**src/rtl/fb_pkg.sv**
```systemverilog
// Shared types and default widths for the framebuffer page arbiter.
package fb_pkg;

  localparam int unsigned FB_ADDR_W     = 10;
  localparam int unsigned FB_DATA_W     = 24;
  localparam int unsigned FB_FIFO_DEPTH = 4;

  typedef logic [FB_DATA_W-1:0] pixel_t;
  typedef logic [FB_ADDR_W-1:0] pix_addr_t;

  typedef struct packed {
    pix_addr_t addr;
    pixel_t    data;
  } wr_req_t;

  typedef enum logic {
    SWAP_IDLE    = 1'b0,
    SWAP_PENDING = 1'b1
  } swap_state_e;

endpackage

```
**src/rtl/fb_wr_fifo.sv**
```systemverilog
// Synchronous FIFO buffering host pixel writes until the RAM is free of scan reads.
module fb_wr_fifo
  import fb_pkg::*;
#(
  parameter int unsigned DEPTH = FB_FIFO_DEPTH
) (
  input  logic    clk_in,
  input  logic    rst_n,
  input  logic    push_i,
  input  wr_req_t push_data_i,
  input  logic    pop_i,
  output logic    full_o,
  output logic    empty_o,
  output wr_req_t head_o
);

  localparam int unsigned PTR_W = (DEPTH > 1) ? $clog2(DEPTH) : 1;
  localparam int unsigned CNT_W = PTR_W + 1;

  wr_req_t            mem_q [DEPTH];
  logic [PTR_W-1:0]   wr_ptr_q, wr_ptr_d;
  logic [PTR_W-1:0]   rd_ptr_q, rd_ptr_d;
  logic [CNT_W-1:0]   count_q, count_d;

  assign full_o  = (count_q == CNT_W'(DEPTH));
  assign empty_o = (count_q == '0);
  assign head_o  = mem_q[rd_ptr_q];

  // Pointers wrap naturally because DEPTH is a power of two.
  always_comb begin
    wr_ptr_d = wr_ptr_q;
    rd_ptr_d = rd_ptr_q;
    count_d  = count_q;
    if (push_i) wr_ptr_d = wr_ptr_q + PTR_W'(1);
    if (pop_i)  rd_ptr_d = rd_ptr_q + PTR_W'(1);
    case ({push_i, pop_i})
      2'b10:   count_d = count_q + CNT_W'(1);
      2'b01:   count_d = count_q - CNT_W'(1);
      default: count_d = count_q;
    endcase
  end

  always_ff @(posedge clk_in or negedge rst_n) begin
    if (!rst_n) begin
      wr_ptr_q <= '0;
      rd_ptr_q <= '0;
      count_q  <= '0;
    end else begin
      wr_ptr_q <= wr_ptr_d;
      rd_ptr_q <= rd_ptr_d;
      count_q  <= count_d;
    end
  end

  // Storage carries no reset; validity is tracked by count_q.
  always_ff @(posedge clk_in) begin
    if (push_i) mem_q[wr_ptr_q] <= push_data_i;
  end

endmodule

```
**src/rtl/fb_page_arbiter.sv**
```systemverilog
// Shares a single-port double-buffered pixel RAM between the scan engine (priority reads)
// and a buffered host loader, swapping front/back pages only at scan frame boundaries.
module fb_page_arbiter
  import fb_pkg::*;
#(
  parameter int unsigned FIFO_DEPTH = FB_FIFO_DEPTH
) (
  input  logic                 clk_in,
  input  logic                 rst_n,
  input  logic                 host_wr_valid_i,
  output logic                 host_wr_ready_o,
  input  logic [FB_ADDR_W-1:0] host_wr_addr_i,
  input  logic [FB_DATA_W-1:0] host_wr_data_i,
  input  logic                 host_swap_req_i,
  output logic                 host_swap_done_o,
  input  logic                 scan_rd_en_i,
  input  logic [FB_ADDR_W-1:0] scan_rd_addr_i,
  output logic                 scan_rd_valid_o,
  output logic [FB_DATA_W-1:0] scan_rd_data_o,
  input  logic                 scan_frame_end_i,
  output logic                 disp_page_o,
  output logic                 ram_en_o,
  output logic                 ram_we_o,
  output logic [FB_ADDR_W:0]   ram_addr_o,
  output logic [FB_DATA_W-1:0] ram_wdata_o,
  input  logic [FB_DATA_W-1:0] ram_rdata_i
);

  swap_state_e state_q, state_d;
  logic        disp_page_q, disp_page_d;
  logic        rd_valid_q;
  logic        fifo_push, fifo_pop, fifo_full, fifo_empty;
  wr_req_t     fifo_in, fifo_head;

  assign host_wr_ready_o = !fifo_full && (state_q != SWAP_PENDING);
  assign fifo_push       = host_wr_valid_i && host_wr_ready_o;
  assign fifo_pop        = !scan_rd_en_i && !fifo_empty;
  assign fifo_in         = '{addr: host_wr_addr_i, data: host_wr_data_i};

  fb_wr_fifo #(
    .DEPTH (FIFO_DEPTH)
  ) u_wr_fifo (
    .clk_in      (clk_in),
    .rst_n       (rst_n),
    .push_i      (fifo_push),
    .push_data_i (fifo_in),
    .pop_i       (fifo_pop),
    .full_o      (fifo_full),
    .empty_o     (fifo_empty),
    .head_o      (fifo_head)
  );

  // Scan reads always win the port; host writes only ever target the back page.
  always_comb begin
    ram_en_o    = 1'b0;
    ram_we_o    = 1'b0;
    ram_addr_o  = '0;
    ram_wdata_o = '0;
    if (scan_rd_en_i) begin
      ram_en_o   = 1'b1;
      ram_addr_o = {disp_page_q, scan_rd_addr_i};
    end else if (!fifo_empty) begin
      ram_en_o    = 1'b1;
      ram_we_o    = 1'b1;
      ram_addr_o  = {~disp_page_q, fifo_head.addr};
      ram_wdata_o = fifo_head.data;
    end
  end

  assign scan_rd_valid_o = rd_valid_q;
  assign scan_rd_data_o  = rd_valid_q ? ram_rdata_i : '0;
  assign disp_page_o     = disp_page_q;

  // Swap FSM: frame_end is ignored in IDLE, so a same-cycle request waits a full frame.
  always_comb begin
    state_d          = state_q;
    disp_page_d      = disp_page_q;
    host_swap_done_o = 1'b0;
    case (state_q)
      SWAP_IDLE: begin
        if (host_swap_req_i) state_d = SWAP_PENDING;
      end
      SWAP_PENDING: begin
        if (scan_frame_end_i && fifo_empty) begin
          disp_page_d      = ~disp_page_q;
          host_swap_done_o = 1'b1;
          state_d          = SWAP_IDLE;
        end
      end
      default: state_d = SWAP_IDLE;
    endcase
  end

  always_ff @(posedge clk_in or negedge rst_n) begin
    if (!rst_n) begin
      state_q     <= SWAP_IDLE;
      disp_page_q <= 1'b0;
      rd_valid_q  <= 1'b0;
    end else begin
      state_q     <= state_d;
      disp_page_q <= disp_page_d;
      rd_valid_q  <= scan_rd_en_i;
    end
  end

endmodule

```
**config.mk**
```make
export PLATFORM = sky130hd
export DESIGN_NAME = fb_page_arbiter
export DESIGN_NICKNAME = d
export VERILOG_FILES = /design/src/rtl/fb_pkg.sv /design/src/rtl/fb_wr_fifo.sv /design/src/rtl/fb_page_arbiter.sv
export SDC_FILE = /design/constraint.sdc
export NUM_CORES = 1
export LEC_CHECK = 0
export CELL_PAD_IN_SITES_DETAIL_PLACEMENT = 1
export CELL_PAD_IN_SITES_GLOBAL_PLACEMENT = 2
export CORE_MARGIN = 8
export CORE_UTILIZATION = 40
export CTS_BUF_LIST = sky130_fd_sc_hd__clkbuf_4 sky130_fd_sc_hd__clkbuf_8
export DETAILED_ROUTE_END_ITERATION = 7
export HOLD_SLACK_MARGIN = 0.06
export PLACE_DENSITY_LB_ADDON = 0.1
export SYNTH_ARGS = -nofsm -noshare
export SYNTH_HDL_FRONTEND = slang
export SYNTH_SLANG_ARGS = --single-unit
```
**constraint.sdc**
```tcl
create_clock -name clk_in -period 4.09 [get_ports clk_in]
set_input_delay 0.409 -clock clk_in [delete_from_list [all_inputs] [get_ports clk_in]]
set_output_delay 0.409 -clock clk_in [all_outputs]
set_load 0.005 [all_outputs]
```
After elaboration in Yosys (flattened, before gate mapping). Memories as Yosys holds them, arrays and structs flattened. Index checks and enable logic that the tools add are counted.

Multiplexer cells: 16. Reduce and logical (&&, ||, !) cells: 10. Add/subtract/negate cells: 4. Eq/ne operators: 3. Bitwise operators: 2.

Operator list (count): $mux 24 (3); $mux 11 (2); $mux 1 (9); $pmux 3 s2 (1); $add 2x1->2 const B (2); $logic_and 1x1->1 (4); $add 3x1->3 const B (1); $eq 3x3->1 const B (1); $logic_not 1->1 (3); $logic_not 3->1 (1); $sub 3x1->3 const B (1); $eq 2x1->1 const B (1); $eq 2x2->1 const B (1); $not 1->1 (2); $pmux 1 s2 (1); $reduce_and 2->1 (1); $reduce_bool 2->1 (1).

RAM bits: 136. Flip-flop bits (word level): 10. Input bits: 74. Output and inout bits: 65. Memories kept: 1. Logic and storage cells: 42.

Memory list: u_wr_fifo.mem_q (depth 4, bits a word 34, rd ports 1, clocked after memory_dff 0, wr ports 1, RTL line fb_wr_fifo.sv:20) `wr_req_t mem_q [DEPTH];`.

Longest topological paths before layout.
Word-level depth: 6. Gate-level depth with buffers: 10. Mapped depth without buffers: 9.

By module. From an unflattened synthesis, not the netlist that was laid out.

Cell total of the unflattened synthesis: 293. Area total of the unflattened synthesis: 5934.4 um2.

Modules (own cells, without submodules): fb_wr_fifo (times used 1, cells an instance 215, sequential area each 4259.1 um2, area each 5357.6 um2); fb_page_arbiter (times used 1, cells an instance 78, sequential area each 75.1 um2, area each 576.8 um2).

Least setup slack after synthesis. No wires, ideal clock.

Kind: flip-flop to flip-flop. Start point: reg u_wr_fifo.count_q[2]. End point: reg u_wr_fifo.count_q[2]. Cell stages (with the launch flop): 11. Setup time: 0.079 ns. Slack: 2.040 ns. Data arrival time: 1.971 ns. Required time: 4.011 ns. Clock period less this slack: 2.050 ns. Buffers on the path: 1. Cells stage by stage: dfrtp_1 nor3_2 or2_1 inv_2 buf_2 ha_1 inv_1 fa_1 xor2_1 nor2_1 xor2_1.

Cells in the longest elaborated chain, start to end: 6. Elaborated cells on any way between the ends: 13. Those cells by class: 2 x add/sub; 3 x eq/ne; 1 x mux; 7 x reduce/logical.

Ends and longest elaborated chain: start, declared (RTL line fb_wr_fifo.sv:23) `logic [CNT_W-1:0] count_q, count_d;`; start signal, assigned (RTL line fb_wr_fifo.sv:51) `count_q <= count_d;`; $eq 3x3->1 (RTL line fb_wr_fifo.sv:25) `assign full_o = (count_q == CNT_W'(DEPTH));`; $logic_not 1->1 (RTL line fb_page_arbiter.sv:35) `assign host_wr_ready_o = !fifo_full && (state_q != SWAP_PENDING);`; $logic_and 1x1->1 (RTL line fb_page_arbiter.sv:35); $logic_and 1x1->1 (RTL line fb_page_arbiter.sv:36) `assign fifo_push = host_wr_valid_i && host_wr_ready_o;`; $eq 2x1->1 or $eq 2x2->1 (tied branches) (RTL line fb_wr_fifo.sv:36) `case ({push_i, pop_i})`; $pmux 3 s2 or $reduce_bool 2->1 (tied branches).

Several ways; a longest one is shown, not always the timed one. A chain may end at the register's enable or synchronous reset.

Worst setup path after layout.
Start point: reg u_wr_fifo.rd_ptr_q[0]. End point: out ram_addr_o[3].

Cells in the longest elaborated chain, start to end: 3.

Ends and longest elaborated chain: start, declared (RTL line fb_wr_fifo.sv:22) `logic [PTR_W-1:0] rd_ptr_q, rd_ptr_d;`; start signal, assigned (RTL line fb_wr_fifo.sv:50) `rd_ptr_q <= rd_ptr_d;`; $mem_v2 4x34; $mux 11 (RTL line fb_page_arbiter.sv:62) `end else if (!fifo_empty) begin`; $mux 11 (RTL line fb_page_arbiter.sv:59) `if (scan_rd_en_i) begin`; end, declared (RTL line fb_page_arbiter.sv:24) `output logic [FB_ADDR_W:0] ram_addr_o,`.

No other way between the ends.

==> summary.md <==
| Metric | Value |
|---|---|
| Max Cap Viol | `0` |
| Clk buf depth | `2` |
| DR pass1 iterations | `4` |
| Worst-path fanout max | `14` |
| Area occupied by multi-input gates | `between 1000 and 1500 um^2` |
| PortBufs | `approximately 140` |
| # fillers | `between 1000 and 1500` |
| Synth Instances | `293` |
| Sw frac | `0.266` |
| Slew headroom | `0.344` |
| Final Instance Area | `approximately 8000 um^2` |
| P&R area growth vs syn | `32.8%` |
| Ys async rst share | `0.0685` |
| Origin of the critical flop-to-flop path | `u_wr_fifo.count_q[2]` |
| Worst EP arrival | `~2.8 ns` |
| Ant. Diodes | `0` |
| Ports | `~140` |
| Endpoints failing hold | `0` |
| P per Cell Area | `approximately 540 nW/um^2` |
| Die Y-Extent | `between 100 and 150 um` |
| Vias in the first global route | `3530` |
| GRT Util Overall | `0.145` |
| # rows | `44` |
| Startpoint types | `flip-flop` |
| Initial antenna violation count | `0` |
| Yosys top cell area share | `0.691` |
| DR DRC count | `0` |
| Clock network fraction of total power | `0.261` |
| Reg2Reg Depth | `9` |
| Post-layout util | `0.542` |
| Post-synthesis sequential area ratio | `0.734` |
| Syn nets | `373` |
| CTS Hold Bufs | `0` |
| WS Path Type | `flip-flop to primary output` |
| RSZ-0062 raised after global routing | `no` |
| Initial DRC Count | `109` |
| Core Box Area | `approximately 14000 um^2` |
| Starting Density | `0.408` |
| Share of power burned in registers | `0.454` |
| Final setup violation count | `0` |
| First-pass GRT wire length | `between 15000 and 20000 um` |
| Worst-margin pin slew | `0.985 ns` |
| Final Slew Violations | `0` |
| Worst-path clk slew | `about 0.080 ns` |
| Placed instance area | `between 7000 and 8000 um^2` |
| Postcts setup bufs | `0` |
| Critical Path RT | `around 3.7 ns` |
| Yosys warns | `0` |
| Final ANT Viol Nets | `0` |
| Area of the mapped netlist | `~6000 um^2` |
| DP HPWL | `8690 um` |
| Final setup skew | `approximately 0.012 ns` |
| Remaining Overflow, GRT | `0` |
| TritonCTS Sinks | `between 100 and 150` |
| Combinational Power Share | `0.285` |
| Critical path's slowest cell | `dfrtp_2` |
| Netlist cell types | `28` |
| H-tree depth | `4` |
| Min Tclk post-route | `between 3 and 4 ns` |
| Max stage delay on crit path | `0.66 ns` |
| Top cells by area, synth | `edfxtp_1 (69%), mux4_2 (11%), and2_1 (5.5%)` |
| Final period utilization | `0.772` |
| CP endpoint kind | `primary output` |
| Net Sw Power | `between 1000 and 1500 uW` |
| FMAX | `between 300 and 400 MHz` |
| Most used DFF post-synth | `edfxtp_1` |
| Die width | `between 100 and 150 um` |
| Largest net degree at the start of global routing | `37` |
| Final WL | `~13000 um` |
| Global placer's final weighted congestion | `~0.66` |
| CTS buffer count | `17` |
| Total chip power | `4270 uW` |
| LEAKAGE | `roughly 0.0026 uW` |
| Hold WC Path Type | `input port to async pin` |
| Via-to-Cell Ratio | `roughly 4.9` |
| Final hold slack | `roughly 0.31 ns` |
| Vias | `~3100` |
| Clock latency on the worst-skew pair | `0.43 ns` |
| Internal Power | `~3100 uW` |
| CTS root buffer | `clkbuf_8` |
| Final #Nets | `520` |
| Max IR drop VDD | `0.000332 V` |
| Post-Route Setup TNS | `0 ns` |
| WL per Instance | `around 21 um` |
| Outcome | `complete, no violations` |
| Syn Area/Cell | `~20 um^2` |
| Die Area | `18900 um^2` |
| Crit Reg-Reg Endpoint | `u_wr_fifo.count_q[2]` |
| Post-cts repair resize count | `0` |
| FF-to-FF setup slack | `between 1.5 and 2 ns` |
| EDFF count, synth | `136` |
| Area leader, netlist | `edfxtp_1` |
| Register Area | `around 4300 um^2` |
| CTS tree | `done` |
| Synthesized flop and latch total | `around 150` |
| Cell Chain, Critical Path | `buf_4, mux4_1, a22o_1, clkdlybuf4s50_1` |
| Fraction of layout cells with a size suffix above 1 | `0.157` |
-- worst max path at each step --
| stage | to | slack [ns] | cells past startpoint | from |
|---|---|---|---|---|
| after global placement | u_wr_fifo.count_q[2] | 1.08 | 10 | scan_rd_en_i |
| after detailed placement | u_wr_fifo.count_q[2] | 0.96 | 10 | scan_rd_en_i |
| final | ram_addr_o[3] | 0.93 | 4 | u_wr_fifo.rd_ptr_q[0] |
| after floorplan | u_wr_fifo.count_q[2] | 2.04 | 10 | u_wr_fifo.count_q[2] |
| after global routing | ram_addr_o[3] | 0.76 | 4 | u_wr_fifo.rd_ptr_q[0] |
| after CTS | ram_addr_o[3] | 0.83 | 4 | u_wr_fifo.rd_ptr_q[0] |
-- sequential cells by signal (all words and copies together) (netlist names) --
register and flops:
scan_rd_valid_o 1, disp_page_o 1, u_wr_fifo.rd_ptr_q 2, state_q 1, u_wr_fifo.count_q 3, u_wr_fifo.mem_q 136, u_wr_fifo.wr_ptr_q 2
-- routing by layer --
layer / routed length, um / track usage
met1: 5560 / 0.168
met2: 6780 / 0.247
met3: 918 / 0.0525
met4: 102 / 0.0435
met5: 0 / 0
-- layout by cell type (no fill, tap or decap) --
cell,Yosys,layout
a21oi_1,1,1
a21oi_2,1,1
a22o_1,10,10
and2_1,52,48
and2_2,0,4
and3_1,1,1
buf_4,1,4
bufinv_16,0,3
clkbuf_4,0,2
clkbuf_8,0,17
clkdlybuf4s50_1,0,138
clkinv_1,0,2
clkinv_2,0,5
clkinv_4,0,1
dfrtp_1,10,8
dfrtp_2,0,2
edfxtp_1,136,136
fa_1,1,1
ha_1,5,5
inv_1,6,6
inv_2,1,1
inv_6,0,1
mux2_2,1,1
mux4_1,6,6
mux4_2,28,28
nand2_1,2,2
nand2b_1,2,2
nor2_1,4,4
nor3_2,1,1
nor3b_1,1,1
o21ai_0,2,2
or2_1,1,1
xnor2_1,3,3
xor2_1,4,4
-- metrics by stage --
| stage | cells | setup slack [ns] |
|---|---|---|
| 2_1_floorplan | 293 | 2.04 |
| 3_3_place_gp | 605 | 1.08 |
| 3_5_place_dp | 605 | 0.956 |
| 4_1_cts | 636 | 0.835 |
| 5_1_grt | 636 | 0.755 |
| 6_report | 636 | 0.931 |
-- cells by family after synthesis --
group	after synthesis	share of synthesized area
buffers and inverters	21	0.0216
adders and majority gates	6	0.0140
AOI/OAI and AO/OA	14	0.0189
and+or+nand+nor	64	0.0661
xor gates and xnor gates	7	0.0104
muxes	35	0.135
DFF	146	0.734
-- final cells by class --
| cell class | count | area share |
|---|---|---|
| repair buffers | 142 | 0.180 |
| multi-input cells | 126 | 0.185 |
| clock inverters | 12 | 0.0179 |
| flip-flops and latches | 146 | 0.553 |
| inverters | 7 | 0.00335 |
| clock buffers | 19 | 0.0317 |
| well taps | 184 | 0.0294 |
-- synthesized netlist by cell type, types with 2 or more instances --
cell type	n
o21ai_0	2
a22o_1	10
nand2b_1	2
dfrtp_1	10
buf_2	5
inv_1	6
nor2_1	4
ha_1	5
clkbuf_1	4
mux4_1	6
edfxtp_1	136
xor2_1	4
xnor2_1	3
nand2_1	2
buf_6	3
and2_1	52
mux4_2	28
-- power groups by stage --
| stage | Clock [uW] | Sequential [uW] | Combinational, uW |
|---|---|---|---|
| after floorplan | 0 | 1840 | 821 |
| after global placement | 0 | 1980 | 1230 |
| after detailed placement | 0 | 1980 | 1250 |
| after CTS | 1140 | 1950 | 1260 |
| after global routing | 1190 | 1970 | 1330 |
| final | 1110 | 1940 | 1220 |
-- worst max-delay path: cells and delay by family (launching register included) --
family / cells / cell delay [ns]
AO/OA/AOI/OAI: 1 / 0.23
buffers and inverters: 2 / 0.81
flip-flops: 1 / 0.66
multiplexers: 1 / 0.59
No activity file was read; power rests on OpenSTA's default activity.
